[config.mk]
export PLATFORM = sky130hd
export DESIGN_NAME = hdr_seq_p
export DESIGN_NICKNAME = d
export VERILOG_FILES = /design/src/rtl/hdr_seq_pkg.sv /design/src/rtl/hdr_hec_lfsr.sv /design/src/rtl/hdr_seq_p.sv
export SDC_FILE = /design/constraint.sdc
export NUM_CORES = 1
export LEC_CHECK = 0
export ABC_AREA = 1
export BUFFER_PORTS_ARGS = -buffer_cell sky130_fd_sc_hd__buf_2
export CAP_MARGIN = 10
export CORE_UTILIZATION = 52
export CTS_BUF_LIST = sky130_fd_sc_hd__clkbuf_2
export DETAILED_ROUTE_END_ITERATION = 6
export PLACE_DENSITY = 0.9
export SETUP_SLACK_MARGIN = 0.05
export SYNTH_ARGS = -nofsm -noshare
export SYNTH_HDL_FRONTEND = slang
export SYNTH_HIERARCHICAL = 1
export SYNTH_SLANG_ARGS = --single-unit
export TNS_END_PERCENT = 1
[constraint.sdc]
create_clock -name clk_6M -period 3.35 [get_ports clk_6M]
set_input_delay 0.335 -clock clk_6M [delete_from_list [all_inputs] [get_ports clk_6M]]
set_output_delay 0.335 -clock clk_6M [all_outputs]
set_load 0.02 [all_outputs]
[src/rtl/hdr_seq_pkg.sv]
// hdr_seq_pkg: shared types and constants for the packet-header sequencer.
//   hdr_state_e  : sequencer FSM states
//   HEC_POLY     : HEC LFSR feedback taps (x^8 term implicit, polynomial 0x1A7)
//   HDR_INFO_W   : header info field width, HEC_W : HEC width
//   *_LSB/*_IDX  : bit positions of the header fields inside the 10-bit info word
package hdr_seq_pkg;

    typedef enum logic [2:0] {
        StIdle,
        StPre,
        StSync,
        StTrl,
        StHdr,
        StGuard,
        StEdrs
    } hdr_state_e;

    localparam logic [7:0]  HEC_POLY   = 8'hA7;
    localparam int unsigned HDR_INFO_W = 10;
    localparam int unsigned HEC_W      = 8;
    localparam int unsigned HDR_BITS   = HDR_INFO_W + HEC_W;

    localparam int unsigned LT_ADDR_LSB = 0;
    localparam int unsigned LT_ADDR_W   = 3;
    localparam int unsigned TYPE_LSB    = 3;
    localparam int unsigned TYPE_W      = 4;
    localparam int unsigned FLOW_IDX    = 7;
    localparam int unsigned ARQN_IDX    = 8;
    localparam int unsigned SEQN_IDX    = 9;

    // One HEC LFSR step for info bit b.
    function automatic logic [HEC_W-1:0] hec_step(input logic [HEC_W-1:0] r, input logic b);
        logic fb;
        fb = r[HEC_W-1] ^ b;
        return {r[HEC_W-2:0], 1'b0} ^ (fb ? HEC_POLY : 8'h00);
    endfunction

endpackage

[src/rtl/hdr_hec_lfsr.sv]
// hdr_hec_lfsr: 8-bit HEC LFSR shared by TX generation and RX checking.
//   clk_6M, rst : clock, synchronous active-high reset
//   load, seed  : load seed (has priority over step)
//   step, din   : advance one info bit
//   hec         : current LFSR contents
module hdr_hec_lfsr
    import hdr_seq_pkg::*;
(
    input  logic             clk_6M,
    input  logic             rst,
    input  logic             load,
    input  logic [HEC_W-1:0] seed,
    input  logic             step,
    input  logic             din,
    output logic [HEC_W-1:0] hec
);

    always_ff @(posedge clk_6M) begin
        if (rst) begin
            hec <= '0;
        end else if (load) begin
            hec <= seed;
        end else if (step) begin
            hec <= hec_step(hec, din);
        end
    end

endmodule

[src/rtl/hdr_seq_p.sv]
// hdr_seq_p: packet-header bit sequencer, shared TX/RX engine.
//   TX: preamble, sync word, trailer, FEC-repeated header with generated HEC.
//   RX: majority-vote header decode, HEC check, field capture.
// Inputs : clk_6M, rst (sync, active-high), p_1us bit tick, tx_start, rx_sync_hit, abort,
//          mode_id, mode_br, syncword, hec_init, tx_hdr_info, rxbit.
// Outputs: txbit, busy, hdr_en, guard_st_p, edrsync_st_p, py_st_p, pkt_done_p,
//          rx_hdr_info, rx_hdr_valid, hec_ok.
// Build option: define HDR_SEQ_HECCNT_EN to add the saturating hec_err_cnt output.
module hdr_seq_p
    import hdr_seq_pkg::*;
#(
    parameter int unsigned SYNC_BITS    = 64,
    parameter int unsigned PRE_BITS     = 4,
    parameter int unsigned TRL_BITS     = 4,
    parameter int unsigned FEC_REP      = 3,
    parameter int unsigned GUARD_BITS   = 5,
    parameter int unsigned EDRSYNC_BITS = 11
) (
    input  logic                  clk_6M,
    input  logic                  rst,
    input  logic                  p_1us,
    input  logic                  tx_start,
    input  logic                  rx_sync_hit,
    input  logic                  abort,
    input  logic                  mode_id,
    input  logic                  mode_br,
    input  logic [SYNC_BITS-1:0]  syncword,
    input  logic [HEC_W-1:0]      hec_init,
    input  logic [HDR_INFO_W-1:0] tx_hdr_info,
    input  logic                  rxbit,
    output logic                  txbit,
    output logic                  busy,
    output logic                  hdr_en,
    output logic                  guard_st_p,
    output logic                  edrsync_st_p,
    output logic                  py_st_p,
    output logic                  pkt_done_p,
    output logic [HDR_INFO_W-1:0] rx_hdr_info,
    output logic                  rx_hdr_valid,
`ifdef HDR_SEQ_HECCNT_EN
    output logic [15:0]           hec_err_cnt,
`endif
    output logic                  hec_ok
);

    localparam int unsigned HDR_TICKS = HDR_BITS * FEC_REP;
    localparam int unsigned M1 = (SYNC_BITS > HDR_TICKS) ? SYNC_BITS : HDR_TICKS;
    localparam int unsigned M2 = (PRE_BITS > TRL_BITS) ? PRE_BITS : TRL_BITS;
    localparam int unsigned M3 = (GUARD_BITS > EDRSYNC_BITS) ? GUARD_BITS : EDRSYNC_BITS;
    localparam int unsigned M12 = (M1 > M2) ? M1 : M2;
    localparam int unsigned CNT_MAX = (M12 > M3) ? M12 : M3;
    localparam int unsigned CNT_W = $clog2(CNT_MAX + 1);
    localparam int unsigned SIDX_W = (SYNC_BITS > 1) ? $clog2(SYNC_BITS) : 1;

    hdr_state_e            state_q;
    logic [CNT_W-1:0]      bitcnt_q;
    logic [2:0]            rep_q;
    logic [2:0]            ones_q;
    logic [4:0]            k_q;
    logic                  is_rx_q;
    logic [HDR_INFO_W-1:0] rx_sh_q;
    logic                  cmp_ok_q;
    logic                  fin_q;
    logic [HEC_W-1:0]      hec;

    logic             cnt_last, rep_last, k_info, dec_bit, info_bit, hec_bit, hdr_bit;
    logic [2:0]       ones_nx, hec_idx;
    logic [SIDX_W-1:0] sync_idx;
    logic             lfsr_load, lfsr_step, lfsr_din;

    always_comb begin
        cnt_last = 1'b0;
        case (state_q)
            StPre:   cnt_last = (bitcnt_q == CNT_W'(PRE_BITS - 1));
            StSync:  cnt_last = (bitcnt_q == CNT_W'(SYNC_BITS - 1));
            StTrl:   cnt_last = (bitcnt_q == CNT_W'(TRL_BITS - 1));
            StHdr:   cnt_last = (bitcnt_q == CNT_W'(HDR_TICKS - 1));
            StGuard: cnt_last = (bitcnt_q == CNT_W'(GUARD_BITS - 1));
            StEdrs:  cnt_last = (bitcnt_q == CNT_W'(EDRSYNC_BITS - 1));
            default: cnt_last = 1'b0;
        endcase
    end

    always_comb begin
        rep_last = (rep_q == 3'(FEC_REP - 1));
        k_info   = (k_q < 5'(HDR_INFO_W));
        ones_nx  = ones_q + {2'b00, rxbit};
        dec_bit  = (ones_nx > 3'(FEC_REP / 2));
        // HEC goes out MSB first: header bit 10 carries hec[7], bit 17 hec[0].
        hec_idx  = 3'(5'(HDR_BITS - 1) - k_q);
        hec_bit  = hec[hec_idx];
        info_bit = tx_hdr_info[k_q[3:0]];
        hdr_bit  = k_info ? info_bit : hec_bit;
        sync_idx = SIDX_W'(SYNC_BITS - 1) - SIDX_W'(bitcnt_q);
        lfsr_load = p_1us && !abort && (state_q == StTrl) && cnt_last;
        lfsr_step = p_1us && !abort && (state_q == StHdr) && rep_last && k_info;
        lfsr_din  = is_rx_q ? dec_bit : info_bit;
    end

    hdr_hec_lfsr u_hec (
        .clk_6M (clk_6M),
        .rst    (rst),
        .load   (lfsr_load),
        .seed   (hec_init),
        .step   (lfsr_step),
        .din    (lfsr_din),
        .hec    (hec)
    );

    assign busy   = (state_q != StIdle);
    assign hdr_en = (state_q == StHdr);

    always_ff @(posedge clk_6M) begin
        if (rst) begin
            state_q      <= StIdle;
            bitcnt_q     <= '0;
            rep_q        <= '0;
            ones_q       <= '0;
            k_q          <= '0;
            is_rx_q      <= 1'b0;
            rx_sh_q      <= '0;
            cmp_ok_q     <= 1'b0;
            fin_q        <= 1'b0;
            txbit        <= 1'b0;
            guard_st_p   <= 1'b0;
            edrsync_st_p <= 1'b0;
            py_st_p      <= 1'b0;
            pkt_done_p   <= 1'b0;
            rx_hdr_info  <= '0;
            rx_hdr_valid <= 1'b0;
            hec_ok       <= 1'b0;
        end else begin
            guard_st_p   <= 1'b0;
            edrsync_st_p <= 1'b0;
            py_st_p      <= 1'b0;
            pkt_done_p   <= 1'b0;
            rx_hdr_valid <= 1'b0;
            // Result of a completed RX header is published one cycle after HDR ends.
            if (fin_q) begin
                fin_q        <= 1'b0;
                rx_hdr_valid <= 1'b1;
                hec_ok       <= cmp_ok_q;
                rx_hdr_info  <= rx_sh_q;
            end
            if (abort) begin
                state_q  <= StIdle;
                bitcnt_q <= '0;
                rep_q    <= '0;
                ones_q   <= '0;
                k_q      <= '0;
                txbit    <= 1'b0;
            end else if (p_1us) begin
                bitcnt_q <= bitcnt_q + 1'b1;
                case (state_q)
                    StIdle: begin
                        txbit    <= 1'b0;
                        bitcnt_q <= '0;
                        if (tx_start) begin
                            state_q <= StPre;
                            is_rx_q <= 1'b0;
                        end else if (rx_sync_hit) begin
                            state_q <= StTrl;
                            is_rx_q <= 1'b1;
                        end
                    end
                    StPre: begin
                        txbit <= syncword[SYNC_BITS-1] ^ bitcnt_q[0];
                        if (cnt_last) begin
                            state_q  <= StSync;
                            bitcnt_q <= '0;
                        end
                    end
                    StSync: begin
                        txbit <= syncword[sync_idx];
                        if (cnt_last) begin
                            bitcnt_q <= '0;
                            if (mode_id) begin
                                pkt_done_p <= 1'b1;
                                state_q    <= StIdle;
                            end else begin
                                state_q <= StTrl;
                            end
                        end
                    end
                    StTrl: begin
                        txbit <= is_rx_q ? 1'b0 : (~syncword[0] ^ bitcnt_q[0]);
                        if (cnt_last) begin
                            state_q  <= StHdr;
                            bitcnt_q <= '0;
                            rep_q    <= '0;
                            ones_q   <= '0;
                            k_q      <= '0;
                            cmp_ok_q <= 1'b1;
                        end
                    end
                    StHdr: begin
                        txbit <= is_rx_q ? 1'b0 : hdr_bit;
                        if (rep_last) begin
                            rep_q  <= '0;
                            ones_q <= '0;
                            k_q    <= k_q + 1'b1;
                            if (is_rx_q) begin
                                if (k_info) begin
                                    rx_sh_q <= {dec_bit, rx_sh_q[HDR_INFO_W-1:1]};
                                end else if (dec_bit != hec_bit) begin
                                    cmp_ok_q <= 1'b0;
                                end
                            end
                        end else begin
                            rep_q  <= rep_q + 1'b1;
                            ones_q <= ones_nx;
                        end
                        if (cnt_last) begin
                            bitcnt_q <= '0;
                            fin_q    <= is_rx_q;
                            if (mode_br) begin
                                py_st_p    <= 1'b1;
                                pkt_done_p <= 1'b1;
                                state_q    <= StIdle;
                            end else begin
                                guard_st_p <= 1'b1;
                                state_q    <= StGuard;
                            end
                        end
                    end
                    StGuard: begin
                        txbit <= 1'b0;
                        if (cnt_last) begin
                            edrsync_st_p <= 1'b1;
                            state_q      <= StEdrs;
                            bitcnt_q     <= '0;
                        end
                    end
                    StEdrs: begin
                        txbit <= 1'b0;
                        if (cnt_last) begin
                            py_st_p    <= 1'b1;
                            pkt_done_p <= 1'b1;
                            state_q    <= StIdle;
                            bitcnt_q   <= '0;
                        end
                    end
                    default: begin
                        txbit   <= 1'b0;
                        state_q <= StIdle;
                    end
                endcase
            end
        end
    end

`ifdef HDR_SEQ_HECCNT_EN
    always_ff @(posedge clk_6M) begin
        if (rst) begin
            hec_err_cnt <= '0;
        end else if (fin_q && !cmp_ok_q && (hec_err_cnt != 16'hFFFF)) begin
            hec_err_cnt <= hec_err_cnt + 16'd1;
        end
    end
`endif

endmodule

==> impl_metrics.json <==
{
  "pre_cts_ws_ns": 0.961,
  "cts_buffer_depth": 2,
  "yosys_register_bits": 59,
  "powerDensity_mw_per_mm2": 301,
  "cts_hold_buffers": 0,
  "portBuffers": 109,
  "power.leakage_nw": 2.47,
  "fin_ws_ns": 0.875,
  "finalWirelength_um": 10200,
  "clk_pin_slew_ns": 0.20,
  "synth_ff_type": "dfxtp_1",
  "initial_core_util": 0.544,
  "synth_edf_count": 0,
  "clock_latency_ns": 0.53,
  "nFillCells": 677,
  "die_y_um": 89.6,
  "grt_pass1_vias": 3992,
  "start_kind": "flop",
  "antenna_found_initial": 0,
  "crit_start": "bitcnt_q[0]",
  "vdd_ir_drop_max_mv": 0.262,
  "cp_max_fo": 30,
  "cts_root_buf": "clkbuf_2",
  "hp-class": "in2reg",
  "fmax_mhz": 404,
  "die_w_um": 89.6,
  "rr_startpoint": "bitcnt_q[0]",
  "insertedDiodeCount": 0,
  "setup.worst_path.end_class": "flop",
  "synth_cell_types": 38,
  "netlist_area_sq_mm": 0.00399,
  "period_share": 0.739,
  "synth_nets": 760,
  "async_flop_share": 0,
  "vias_per_cell": 5.16,
  "track_usage": 0.265,
  "hpwl_um": 7640,
  "cts_buffers": 9,
  "seq_area_sq_mm": 0.00118,
  "synth_cells": 663,
  "rsz0062_at_grt": "no",
  "final_cell_mix": "nand2_1, buf_2, inv_1, nand3_1, dfxtp_1",
  "worst_pin_slew_ns": 0.695,
  "drt_iter0_markers": 363,
  "cp.arrival_ns": 2.90,
  "dieArea_sq_mm": 0.00802,
  "cpPeakStageDelay_ns": 0.79,
  "cts_htree_levels": 3,
  "top_level_ports": 110,
  "fin_tns_setup_ns": 0,
  "cts_tree": "yes",
  "post-route-drc-count": 0,
  "finClkSkew_ns": 0.0340,
  "required_ns": 3.78,
  "path_cells": "inv_1 > buf_4 > nand3_1 > nand3_1 > nor2_2 > nand3_4 > nor3_1 > buf_4 > nor2_4 > a22oi_1 > a21oi_1",
  "relSlewSlack": 0.536,
  "slowest_stage": "dfxtp_1",
  "hold_viol_final": 0,
  "area.growth.synth_to_final_pct": 17.8,
  "layout_min_cycle_time_ns": 2.48,
  "post_drt_wl_per_cell_um": 11.7,
  "min_path_cells": 2,
  "antenna_left": 0,
  "cts_resized": 0,
  "rows": 31,
  "maxSlewViolCount": 0,
  "place.gp.congestion": 0.937,
  "first_pass_iters": 5,
  "grt_overflow_total": 0,
  "path_class": "reg2reg",
  "worstHoldStart": "mode_br",
  "syn_avg_cell_area_sq_um": 6.01,
  "post_cts_buffers": 0,
  "ys_seq_area_frac": 0.296,
  "fin_nets": 861,
  "cts_num_sinks": 59,
  "final_common_cell": "nand2_1",
  "vias": 4477,
  "run_status": "finished clean",
  "setup_viol": 0,
  "core-area_sq_mm": 0.00733,
  "grt_start_max_net_pins": 31,
  "grt_pass1_wl_um": 16800,
  "final_layout_size_suffix_gt1_frac": 0.205,
  "cap_violations": 0,
  "yosysWarnings": 6,
  "reg2reg_depth": 11,
  "multi_input_area_sq_mm": 0.00228
}
==> metrics by stage <==
stage	hold slack, ns	instances	instance area [sq um]	total power [mW]	util
CTS	0.00932	868	4700	1.42	0.641
global placement	0.446	852	4570	0.943	0.624
floorplan	0.404	663	3990	0.865	-
global route	0.0181	868	4700	1.47	0.641
detailed placement	0.460	852	4570	0.948	0.624
finish	0.0313	868	4700	1.41	0.641
==> registers in the layout, indices dropped and copies added (netlist names), 3 cells and up <==
signal	flops
rx_hdr_info	10
rx_sh_q	10
u_hec/hec	8
bitcnt_q	7
k_q	5
ones_q	3
rep_q	3
state_q	3
==> critical path: cells and delay by family, from the launching register on <==
family	cells	cell delay, ns
AOI/OAI and AO/OA	2	0.26
buffers and inverters	3	0.57
DFF	1	0.79
and+or+nand+nor	6	0.75
==> synthesized netlist by cell type (2+ instances only) <==
master / instances / area share
nor2_2: 5 / 0.0078
nand2_2: 3 / 0.0047
nand3b_1: 6 / 0.011
a211oi_1: 2 / 0.0038
nand3_1: 75 / 0.094
buf_6: 2 / 0.0056
nand3_4: 2 / 0.0088
inv_1: 103 / 0.097
o211ai_1: 2 / 0.0038
or2_2: 4 / 0.0063
nor3_1: 8 / 0.010
a22oi_1: 4 / 0.0075
nor2_1: 56 / 0.053
o21ai_0: 30 / 0.038
nor2_4: 2 / 0.0056
a31oi_1: 2 / 0.0031
nand4_1: 3 / 0.0047
o21ai_2: 2 / 0.0044
nand2_1: 199 / 0.19
inv_2: 6 / 0.0056
buf_2: 9 / 0.011
xor2_1: 10 / 0.022
clkbuf_1: 9 / 0.0085
buf_1: 2 / 0.0019
dfxtp_1: 59 / 0.30
nand3_2: 3 / 0.0075
a21oi_1: 39 / 0.049
ha_1: 6 / 0.019
==> routing by layer <==
metal / up-vias / wire length (um) / GRT usage
met4: 0 / 182 / 0.0938
li1: 2286 / - / -
met2: 179 / 4810 / 0.437
met3: 23 / 744 / 0.0658
met1: 1989 / 4440 / 0.337
met5: - / 0 / 0
==> layout make-up <==
class / count / area share
Tap cell: 99 / 0.0264
Clock inverter: 7 / 0.0165
Clock buffer: 9 / 0.00959
Sequential cell: 59 / 0.252
Inverter: 109 / 0.0871
Multi-Input combinational cell: 472 / 0.486
Timing Repair Buffer: 113 / 0.123
==> path summary, 6_finish.rpt <==
path	end	slack (ns)
worst max-delay path	u_hec/hec[5]	0.87
worst min-delay path	guard_st_p	0.03
worst max register to register	u_hec/hec[5]	0.87
worst min register to register	rx_hdr_info[8]	0.48
==> cell families (layout without fill, tap and decap cells) <==
logic type,Yosys count,in the layout,share of synthesized area
fa+ha+maj,6,6,0.0188
flops,59,59,0.296
buf+inv,132,238,0.131
xor+xnor,11,11,0.0260
simple gates,367,367,0.403
compound gates,88,88,0.125
==> power by group <==
group,switching (mW),total (mW),internal (mW)
registers,0.00961,0.716,0.707
clock network,0.300,0.477,0.177
logic,0.130,0.222,0.0915
Note: power is estimated with default switching activity, not from simulation.
